--- src/rtl/vec_alu_pipe.sv ---
// vec_alu_pipe: multi-beat vector integer ALU.
// One VLEN-bit register group is processed as NBEATS beats of BW bits each,
// where BW = 2^NB_LANES * 2^LANE_WIDTH. Results are written into vd one beat
// per cycle. Supported ops: vadd, vsub (carry/borrow is registered between
// beats when SEW > BW), vminu/vmin/vmaxu/vmax (only when SEW <= BW), and
// vand/vor/vxor. Elements with index >= vl keep their vd_old value.
// Optional build macro VEC_ALU_MASK_EN adds the vm/v0 mask ports. With vm=0,
// only elements whose v0 bit is set are written; the others keep vd_old.
// Ports:
//   clk, resetn         clock, asynchronous active-low reset
//   start               launches an op; only sampled in IDLE
//   opcode, vsew, vl    funct6, element width (8<<vsew), active element count
//   vs1, vs2, vd_old    operands (vd = vs2 op vs1) and prior destination value
//   vm, v0              mask enable (active low) and mask bits (VEC_ALU_MASK_EN only)
//   vd                  result register
//   reg_index           bit offset of the beat being processed
//   busy, done, err     busy while running; done is a 1-cycle pulse; err is valid with done
module vec_alu_pipe #(
  parameter int unsigned VLEN       = 128,
  parameter int unsigned NB_LANES   = 2,
  parameter int unsigned LANE_WIDTH = 3
) (
  input  logic            clk,
  input  logic            resetn,
  input  logic            start,
  input  logic [5:0]      opcode,
  input  logic [2:0]      vsew,
  input  logic [9:0]      vl,
  input  logic [VLEN-1:0] vs1,
  input  logic [VLEN-1:0] vs2,
  input  logic [VLEN-1:0] vd_old,
`ifdef VEC_ALU_MASK_EN
  input  logic            vm,
  input  logic [VLEN-1:0] v0,
`endif
  output logic [VLEN-1:0] vd,
  output logic [9:0]      reg_index,
  output logic            busy,
  output logic            done,
  output logic            err
);

  localparam int unsigned BW     = (1 << NB_LANES) * (1 << LANE_WIDTH);
  localparam int unsigned NBEATS = VLEN / BW;
  localparam int unsigned BEAT_W = (NBEATS > 1) ? $clog2(NBEATS) : 1;
  localparam int unsigned NCHUNK = BW / 8;

  localparam logic [5:0] OP_ADD  = 6'b000000;
  localparam logic [5:0] OP_SUB  = 6'b000010;
  localparam logic [5:0] OP_MINU = 6'b000100;
  localparam logic [5:0] OP_MIN  = 6'b000101;
  localparam logic [5:0] OP_MAXU = 6'b000110;
  localparam logic [5:0] OP_MAX  = 6'b000111;
  localparam logic [5:0] OP_AND  = 6'b001001;
  localparam logic [5:0] OP_OR   = 6'b001010;
  localparam logic [5:0] OP_XOR  = 6'b001011;

  typedef enum logic [1:0] {S_IDLE, S_RUN, S_ERR, S_DONE} state_e;

  state_e            state_q, state_d;
  logic [5:0]        opcode_q, opcode_d;
  logic [2:0]        vsew_q, vsew_d;
  logic [9:0]        vl_q, vl_d;
  logic [BEAT_W-1:0] beat_q, beat_d;
  logic              carry_q, carry_d;
  logic [VLEN-1:0]   vd_q, vd_d;
  logic              busy_q, busy_d;
  logic              done_q, done_d;
  logic              err_q, err_d;
`ifdef VEC_ALU_MASK_EN
  logic              vm_q, vm_d;
  logic [VLEN-1:0]   v0_sh;
`endif

  function automatic logic op_minmax(input logic [5:0] op);
    return (op == OP_MINU) || (op == OP_MIN) || (op == OP_MAXU) || (op == OP_MAX);
  endfunction

  function automatic logic is_illegal(input logic [5:0] op, input logic [2:0] sew,
                                      input logic [9:0] vl_i);
    int unsigned sew_bits;
    logic        known;
    sew_bits = 32'd8 << sew;
    known = (op == OP_ADD) || (op == OP_SUB) || op_minmax(op) ||
            (op == OP_AND) || (op == OP_OR) || (op == OP_XOR);
    if (sew > 3'd3)                               return 1'b1;
    if (!known)                                   return 1'b1;
    if (sew_bits > VLEN)                          return 1'b1;
    if (32'(vl_i) > (VLEN >> (32'd3 + 32'(sew)))) return 1'b1;
    if (op_minmax(op) && (sew_bits > BW))         return 1'b1;
    return 1'b0;
  endfunction

  // Operates on the low w bits of a and b; returns {carry_out, result}.
  // Signed compares flip the sign bit so that an unsigned compare can be used.
  function automatic logic [64:0] alu_elem(input logic [5:0] op, input logic [63:0] a,
                                           input logic [63:0] b, input int unsigned w,
                                           input logic cin);
    logic [63:0] mask, sb, bb, res;
    logic [64:0] sum;
    logic        lt_u, lt_s;
    mask = (w >= 64) ? '1 : ((64'd1 << w) - 64'd1);
    sb   = 64'd1 << (w - 1);
    bb   = (op == OP_SUB) ? (~b & mask) : b;
    sum  = {1'b0, a} + {1'b0, bb} + {64'd0, cin};
    lt_u = a < b;
    lt_s = (a ^ sb) < (b ^ sb);
    case (op)
      OP_ADD, OP_SUB: res = sum[63:0] & mask;
      OP_MINU:        res = lt_u ? a : b;
      OP_MIN:         res = lt_s ? a : b;
      OP_MAXU:        res = lt_u ? b : a;
      OP_MAX:         res = lt_s ? b : a;
      OP_AND:         res = a & b;
      OP_OR:          res = a | b;
      OP_XOR:         res = a ^ b;
      default:        res = a;
    endcase
    return {sum[w], res};
  endfunction

  // Beat datapath
  logic [BW-1:0] vs1_beat, vs2_beat, old_beat, res_beat;
  logic          carry_nxt;
  int unsigned   base, sew_bits, chunk_w, off, elem_idx;
  logic [63:0]   cmask, a_c, b_c, old_c, r_c;
  logic [64:0]   alu_r;
  logic          first_c, cin_c, act_c, mask_ok;

  always_comb begin
    base      = 32'(beat_q) * BW;
    sew_bits  = 32'd8 << vsew_q;
    chunk_w   = (sew_bits < BW) ? sew_bits : BW;
    cmask     = (chunk_w >= 64) ? '1 : ((64'd1 << chunk_w) - 64'd1);
    vs1_beat  = vs1[base +: BW];
    vs2_beat  = vs2[base +: BW];
    old_beat  = vd_old[base +: BW];
    res_beat  = '0;
    carry_nxt = 1'b0;
    off       = 0;
    elem_idx  = 0;
    a_c       = '0;
    b_c       = '0;
    old_c     = '0;
    r_c       = '0;
    alu_r     = '0;
    first_c   = 1'b1;
    cin_c     = 1'b0;
    act_c     = 1'b0;
    mask_ok   = 1'b1;
`ifdef VEC_ALU_MASK_EN
    v0_sh     = '0;
`endif
    reg_index = 10'(base);
    // A beat holds BW/chunk_w chunks: whole elements when SEW <= BW, otherwise
    // a single slice of one wide element whose carry chains through carry_q.
    for (int unsigned j = 0; j < NCHUNK; j++) begin
      if (j * chunk_w < BW) begin
        off      = j * chunk_w;
        a_c      = 64'(vs2_beat >> off) & cmask;
        b_c      = 64'(vs1_beat >> off) & cmask;
        old_c    = 64'(old_beat >> off) & cmask;
        elem_idx = (base + off) >> (32'd3 + 32'(vsew_q));
        first_c  = ((base + off) & (sew_bits - 1)) == 0;
        cin_c    = first_c ? (opcode_q == OP_SUB) : carry_q;
        alu_r    = alu_elem(opcode_q, a_c, b_c, chunk_w, cin_c);
`ifdef VEC_ALU_MASK_EN
        v0_sh    = v0 >> elem_idx;
        mask_ok  = vm_q | v0_sh[0];
`endif
        act_c    = (elem_idx < 32'(vl_q)) && mask_ok;
        r_c      = act_c ? alu_r[63:0] : old_c;
        res_beat = res_beat | (BW'(r_c & cmask) << off);
        carry_nxt = alu_r[64];
      end
    end
  end

  // Control FSM
  always_comb begin
    state_d  = state_q;
    opcode_d = opcode_q;
    vsew_d   = vsew_q;
    vl_d     = vl_q;
    beat_d   = beat_q;
    carry_d  = carry_q;
    vd_d     = vd_q;
`ifdef VEC_ALU_MASK_EN
    vm_d     = vm_q;
`endif
    case (state_q)
      S_IDLE: begin
        if (start) begin
          opcode_d = opcode;
          vsew_d   = vsew;
          vl_d     = vl;
`ifdef VEC_ALU_MASK_EN
          vm_d     = vm;
`endif
          beat_d   = '0;
          carry_d  = 1'b0;
          state_d  = is_illegal(opcode, vsew, vl) ? S_ERR : S_RUN;
        end
      end
      S_RUN: begin
        vd_d[base +: BW] = res_beat;
        carry_d = carry_nxt;
        if (beat_q == BEAT_W'(NBEATS - 1)) begin
          beat_d  = '0;
          carry_d = 1'b0;
          state_d = S_DONE;
        end else begin
          beat_d = beat_q + 1'b1;
        end
      end
      S_ERR: begin
        vd_d    = vd_old;
        state_d = S_DONE;
      end
      S_DONE:  state_d = S_IDLE;
      default: state_d = S_IDLE;
    endcase
    // Status outputs are registered from the next state so they line up with it.
    busy_d = (state_d == S_RUN);
    done_d = (state_d == S_DONE);
    err_d  = (state_d == S_DONE) && (state_q == S_ERR);
  end

  always_ff @(posedge clk or negedge resetn) begin
    if (!resetn) begin
      state_q  <= S_IDLE;
      opcode_q <= '0;
      vsew_q   <= '0;
      vl_q     <= '0;
      beat_q   <= '0;
      carry_q  <= 1'b0;
      vd_q     <= '0;
      busy_q   <= 1'b0;
      done_q   <= 1'b0;
      err_q    <= 1'b0;
`ifdef VEC_ALU_MASK_EN
      vm_q     <= 1'b1;
`endif
    end else begin
      state_q  <= state_d;
      opcode_q <= opcode_d;
      vsew_q   <= vsew_d;
      vl_q     <= vl_d;
      beat_q   <= beat_d;
      carry_q  <= carry_d;
      vd_q     <= vd_d;
      busy_q   <= busy_d;
      done_q   <= done_d;
      err_q    <= err_d;
`ifdef VEC_ALU_MASK_EN
      vm_q     <= vm_d;
`endif
    end
  end

  assign vd   = vd_q;
  assign busy = busy_q;
  assign done = done_q;
  assign err  = err_q;

endmodule

--- config.mk ---
export PLATFORM = sky130hd
export DESIGN_NAME = vec_alu_pipe
export DESIGN_NICKNAME = d
export VERILOG_FILES = /design/src/rtl/vec_alu_pipe.sv
export SDC_FILE = /design/constraint.sdc
export NUM_CORES = 1
export LEC_CHECK = 0
export BUFFER_PORTS_ARGS = -buffer_cell sky130_fd_sc_hd__buf_4
export CORE_UTILIZATION = 30
export DETAILED_ROUTE_END_ITERATION = 8
export GPL_TIMING_DRIVEN = 0
export PLACE_DENSITY_LB_ADDON = 0.15
export SLEW_MARGIN = 10
export SYNTH_ARGS = -nofsm -noshare
export SYNTH_HDL_FRONTEND = slang
export SYNTH_SLANG_ARGS = --single-unit
export TNS_END_PERCENT = 100
--- constraint.sdc ---
create_clock -name clk -period 8.9 [get_ports clk]
set_input_delay 1.335 -clock clk [delete_from_list [all_inputs] [get_ports clk]]
set_output_delay 1.335 -clock clk [all_outputs]
set_load 0.02 [all_outputs]
-- Word level (Yosys, flattened, before mapping)
Index checks and enable logic that the tools add are counted.
- flip-flop bits (word level): 155
- output and inout port bits: 141
- word-level logic and storage cells: 279
- add/sub/neg operators: 18
- multipliers: 1
- magnitude comparators: 22
- equality and inequality tests: 23
- shift operators: 26
- mux-type cells: 102
- bitwise operators: 55
- reduce and logical (&&, ||, !) cells: 22
- operators with widths (cell ; number):
    $pmux 32 s8 ; 4
    $mux 32 ; 27
    $and 64x64->64 ; 10
    $and 32x32->32 ; 19
    $lt 64x64->1 ; 8
    $xor 64x64->64 ; 8
    $shiftx 128x8->32 ; 3
    $shr 32x32->64 ; 6
    $mux 64 ; 5
    $add 64x64->65 ; 4
    $add 65x1->65 ; 4
    $not 64->64 ; 4
    $pmux 128 s2 ; 1
    $or 32x32->32 ; 7
    $shr 32x32->32 ; 5
    $and 32x64->64 ; 2
    $bwmux 128 ; 1
    $logic_not 32->1 ; 4
    $lt 32x10->1 ; 4
    $lt 32x6->1 const B ; 4
    $shift 32x34->128 const A ; 1
    $shiftx 32x34->128 ; 1
    $shl 1x32->64 const A ; 2
    $xor 32x32->32 ; 4
    38 further kinds ; 131

-- Depth between registers and ports, before layout
- word-level depth: 39
- mapped depth: 37

-- Least setup slack after synthesis
No wires, ideal clock.
- path kind: reg2reg
- start: register vsew_q[2]
- end: register vd_q[127], in the netlist vd[127]
- arrival time: 7.865 ns
- path slack: 0.909 ns
- stages on the path, launching flop included: 30
- path buffers: 8
- cells stage by stage: dfrtp_1 clkbuf_1 inv_1 nand2_1 clkbuf_1 clkbuf_1 clkbuf_1 clkbuf_1 buf_1 ha_1 ha_1 or3_1 clkbuf_1 nor3_1 clkbuf_1 nand2_1 inv_1 ha_1 or3b_1 or4b_1 a211oi_2 a2111oi_1 o21ai_2 mux2i_1 a31oi_1 a2111oi_4 a211oi_1 a2bb2oi_1 or4_4 a221o_1
- cells in the longest elaborated chain, start to end: 27
- elaborated cells between the ends (all ways): 154
- those cells by class: 15 x add/sub; 1 x mul; 17 x order compare; 20 x shift; 42 x mux; 55 x bitwise; 4 x reduce/logical
- ends and longest elaborated chain (item ; line ; RTL):
    start: declaration ; 62 ; logic [2:0] vsew_q, vsew_d;
    start signal: assignment ; 247 ; vsew_q <= vsew_d;
    parallel branches: the longest is 23 deep, another holds $add 64x64->65 ; n/a ;
    $mux 32 (*) ; 158 ; if (j * chunk_w < BW) begin
    $shiftx 32x34->128 (*) ; 206 ; vd_d[base +: BW] = res_beat;
    $bwmux 128 (*) ; 206 ;
    $pmux 128 s2 (*) ; 191 ; case (state_q)
    end signal: assignment ; 251 ; vd_q <= vd_d;
    end: declaration ; 66 ; logic [VLEN-1:0] vd_q, vd_d;
Mark *: on every way between the ends. The select of a mux whose other input is x is not followed.
A chain may end at the register's enable or synchronous reset.

-- Worst setup path in the final report
- start: register vsew_q[2]
- end: register vd_q[121], in the netlist vd[121]
Same word-level chain as after synthesis.

==> reports/results.txt <==
The logs give 36000 for the total number of vias and 4 for the number of maximum-capacitance constraint violations. The horizontal die dimension works out to 314 µm. The first global-routing pass estimated 278 mm of wire. In the synthesized netlist the dominant register cell turns out to be dfrtp_1.

The run gives 4340 as the count of routing violations after the opening detailed-route iteration. The maximum fanout count along the critical path was 10. The tools report the area inside the core boundary as 96700 µm².

Data on the critical path arrives at its endpoint at 9.38 ns. The library cell used most frequently in the layout, excluding fill and tap cells, is buf_4. For the gate count of the mapped netlist, the log shows 3745. The slowest stage of the critical path is the dfrtp_1 cell. The run gives 5823 as the post-route non-filler standard cell count.

The checks that failed: capacitance limit, slew limit, setup timing. The fraction of power consumed by combinational cells is 0.858, and the total number of placement rows is 114. For this run, the slowest stage of the critical path takes 0.45 ns.

The share of power burned in registers was 0.089; the number of warnings reported in the yosys synthesis log was 0. The longest clock path from root to sink contains 2 buffers. The worst slew margin relative to its limit was -0.0532. For the post-layout worst setup margin, the log shows -0.140 ns. Entering global routing, the biggest net connects 95 pins. The number of buffer and inverter instances along the worst setup path was 13; the number of sinks driven by the clock tree was 155.

Total placed cells including tap cells: 5770. The worst hold path belongs to the class flip-flop to flip-flop. The count of distinct cell types in the synthesized netlist is 98.

The register clock-pin slew on the reported worst setup and hold paths came out at 0.07 ns. Number of antenna violations at the first check in global routing: 27. The run gives 0 as the number of hold-slack violations in the final timing report. The critical path endpoint category was a flip-flop. The filler cells instantiated in the layout total 10400.

Fraction of final layout cells with drive strength greater than 1: 0.197. The worst setup path is launched from a flip-flop. Synthesis inferred 155 register bits. Averaged over all synthesized cells, the footprint is 7.81 µm². The die is 314 µm tall.

Clock tree synthesis inserted a total of 17 buffers. The final clock period utilization by the worst path came out at 1.02. The congestion estimate from routability-driven global placement came to 1.07.

The critical path in this run is classified as flip-flop to flip-flop. Input and output buffers added on the ports amount to 538. In the final layout, the multi-input gates occupy 24800 µm².

Setup repair after global routing could not meet its margin everywhere. At the pin with the least slew margin, the transition time is 1.58 ns. The logs give 0.000184 V for the peak supply drop and -4.66 ns for the worst slack at placement. In this run, post-CTS hold repair placed 0 buffers.

Switching fraction of total power: 0.634. For this run, design rule violations remaining after detail routing come to 0. The tools report the max-slew violation count as 32.

The run gives 0.406 as the all-layer global routing usage. The routed length per placed instance was 35.6 µm; the internal power summed over all cells was 5.46 mW. Setup violations remaining at the end of the flow were counted as 26. The number of nets with antenna violations after detailed routing is 0.

TritonCTS built the clock tree. The share of synthesized registers carrying an async set or reset came out at 1.00. In the routed layout, each cell is associated on average with a via count of 6.18.

The I/O pin count is 547, and the top achievable clock speed is 111 MHz. For the starting density of the core, the log shows 0.303. The run finished, with violations left. The tools report the fraction of the yosys area taken by sequential cells as 0.133. The net count of the finished layout was 5405. Library cell used as clock root buffer: clkbuf_16.

From synthesis to final layout, the design area changed by 27.1%. The cell type group with the largest total delay on the critical path is buffers and inverters. The logs give 4 for the total number of H-tree levels and 0.0162 ns for the setup skew after layout.

The tools report the number of global-route vias before repair as 33900. The top cell types in the final layout, fill and taps aside, are buf_4, ha_1, nand2_1, nor2_1, a21oi_1. The insertion delay to the later sink of the worst-skew pair is 0.46 ns.

Wires add up to 207 mm. Leakage power: 17.5 nW. The completed layout was analyzed and its total power is 14.9 mW. The total standard cell area after synthesis was 29300 µm². For this design the ratio of total power to cell area is 401 nW/µm².

The analysis attributes to net switching a power of 9.45 mW. The logs give 169 mm for the estimated wirelength of the detail-placed design and 7 for the first-pass iteration count of the detailed router. The proportion of power drawn by the clock network is 0.053, and the area of the die is 98800 µm².

STA puts the critical path data required time at 9.24 ns. The worst path in the final design needs a cycle of 9.04 ns, including I/O delays and setup. Area used by sequential logic in the layout: 3880 µm². Summed over all layers, the global routing overflow is 0. In this run, synthesis inferred 0 flip-flops with an integrated enable.
power by group through the flow:
stage / clock network, mW / logic (mW) / registers, mW
floorplan: 0 / 6.57 / 1.53
global placement: 0 / 11.8 / 1.32
detailed placement: 0 / 11.8 / 1.31
CTS: 0.788 / 12.2 / 1.32
global route: 0.814 / 13.3 / 1.35
finish: 0.787 / 12.8 / 1.33
timing repair:
item                                    4_1_cts  5_1_grt
setup buffers                                10        6
pin swaps                                     8        4
endpoints found under the setup margin      129      123
gates resized for setup                     141       43
synthesized netlist by cell type (10+ instances only):
library cell / number / area, µm²
nor4b_1: 11 / 96.3
nor2b_1: 28 / 175
xor2_1: 36 / 315
o21bai_1: 22 / 165
xnor2_1: 110 / 963
o22ai_1: 40 / 250
buf_1: 28 / 105
fa_1: 10 / 200
a211oi_1: 48 / 360
nand2b_1: 32 / 200
o211ai_1: 45 / 338
o21a_1: 29 / 218
a31oi_1: 45 / 282
nor3b_1: 22 / 165
mux2_2: 31 / 349
a221oi_1: 74 / 648
a22oi_1: 89 / 668
nand2_1: 415 / 1560
mux2i_1: 47 / 470
a221o_1: 25 / 250
nand3_1: 66 / 330
o2111ai_1: 24 / 210
clkbuf_1: 184 / 691
nand4_1: 21 / 131
o21ai_0: 238 / 1190
or3_1: 21 / 131
and2_1: 26 / 163
mux4_2: 93 / 2090
nor4_1: 13 / 81.3
ha_1: 469 / 5870
nor2_1: 300 / 1130
a2111oi_0: 16 / 140
dfrtp_1: 155 / 3880
inv_1: 235 / 882
o221ai_1: 31 / 272
a21oi_1: 281 / 1410
a211o_1: 13 / 114
o21ai_1: 13 / 65.1
o31ai_1: 12 / 90.1
o311ai_0: 11 / 96.3
and3_1: 69 / 432
a21o_1: 43 / 323
buf_2: 16 / 80.1
nor3_1: 47 / 235
metrics by stage:
step | TNS (ns) | utilization | hold slack (ns) | cell area, µm²
CTS | 0 | 0.382 | 0.492 | 37000
finish | -1.67 | 0.384 | 0.492 | 37200
global route | -0.0498 | 0.384 | 0.514 | 37200
global placement | -522.70 | 0.369 | 0.466 | 35600
detailed placement | -503.12 | 0.371 | 0.475 | 35800
floorplan | 0 | - | 0.479 | 30000
worst paths after layout:
| kind | start | endpoint | slack [ns] | cells past startpoint |
|---|---|---|---|---|
| min in group asynchronous | resetn | vd[90]$_DFFE_PN0P_ | 0.80 | 1 |
| worst min register to register | vd[13]$_DFFE_PN0P_ | vd[13]$_DFFE_PN0P_ | 0.49 | 2 |
| worst max-delay path | vsew_q[2]$_DFFE_PN0P_ | vd[121]$_DFFE_PN0P_ | -0.14 | 32 |
| worst min-delay path | vd[13]$_DFFE_PN0P_ | vd[13]$_DFFE_PN0P_ | 0.49 | 2 |
| worst max register to register | vsew_q[2]$_DFFE_PN0P_ | vd[121]$_DFFE_PN0P_ | -0.14 | 32 |
| max in group asynchronous | resetn | vd[14]$_DFFE_PN0P_ | 7.16 | 2 |
cell families (layout without fill, tap and decap cells):
| logic type | Yosys count | count (layout) | share of synthesized area |
|---|---|---|---|
| multiplexers | 172 | 172 | 0.100 |
| AND/OR/NAND/NOR | 1117 | 1117 | 0.178 |
| XOR/XNOR | 148 | 148 | 0.0448 |
| buffers and inverters | 474 | 1060 | 0.0625 |
| adder cells (fa/ha/maj) | 479 | 479 | 0.207 |
| other | 2 | 218 | 0.000257 |
| flip-flops | 155 | 155 | 0.133 |
| AO/OA/AOI/OAI | 1198 | 1198 | 0.274 |
tightest hold or removal path, cell delays in order (launching register included):
cell	delay, ns
dfrtp_1	0.35
nand2_1	0.05
o21ai_1	0.06
final cells by class:
cell class / count / share of cell area
multi-input cells: 3318 / 0.667
repair buffers: 563 / 0.116
flip-flops and latches: 155 / 0.104
well taps: 1276 / 0.0429
plain buffers: 227 / 0.0284
inverters: 238 / 0.0243
clock buffers: 17 / 0.0114
clock inverters: 15 / 0.00474
diodes: 14 / 0.000942
state kept, by name, summed over array words and instances (netlist names):
register and flops:
vd 128, vl_q 10, opcode_q 6, vsew_q 3
beat_q 2, state_q 2, busy 1, carry_q 1
done 1, err 1
layer usage:
layer	routed length, µm	track usage
met1	82800	0.527
met2	87300	0.607
met3	22300	0.0943
met4	14700	0.245
met5	89	0
Note: power is estimated with default switching activity, not from simulation.
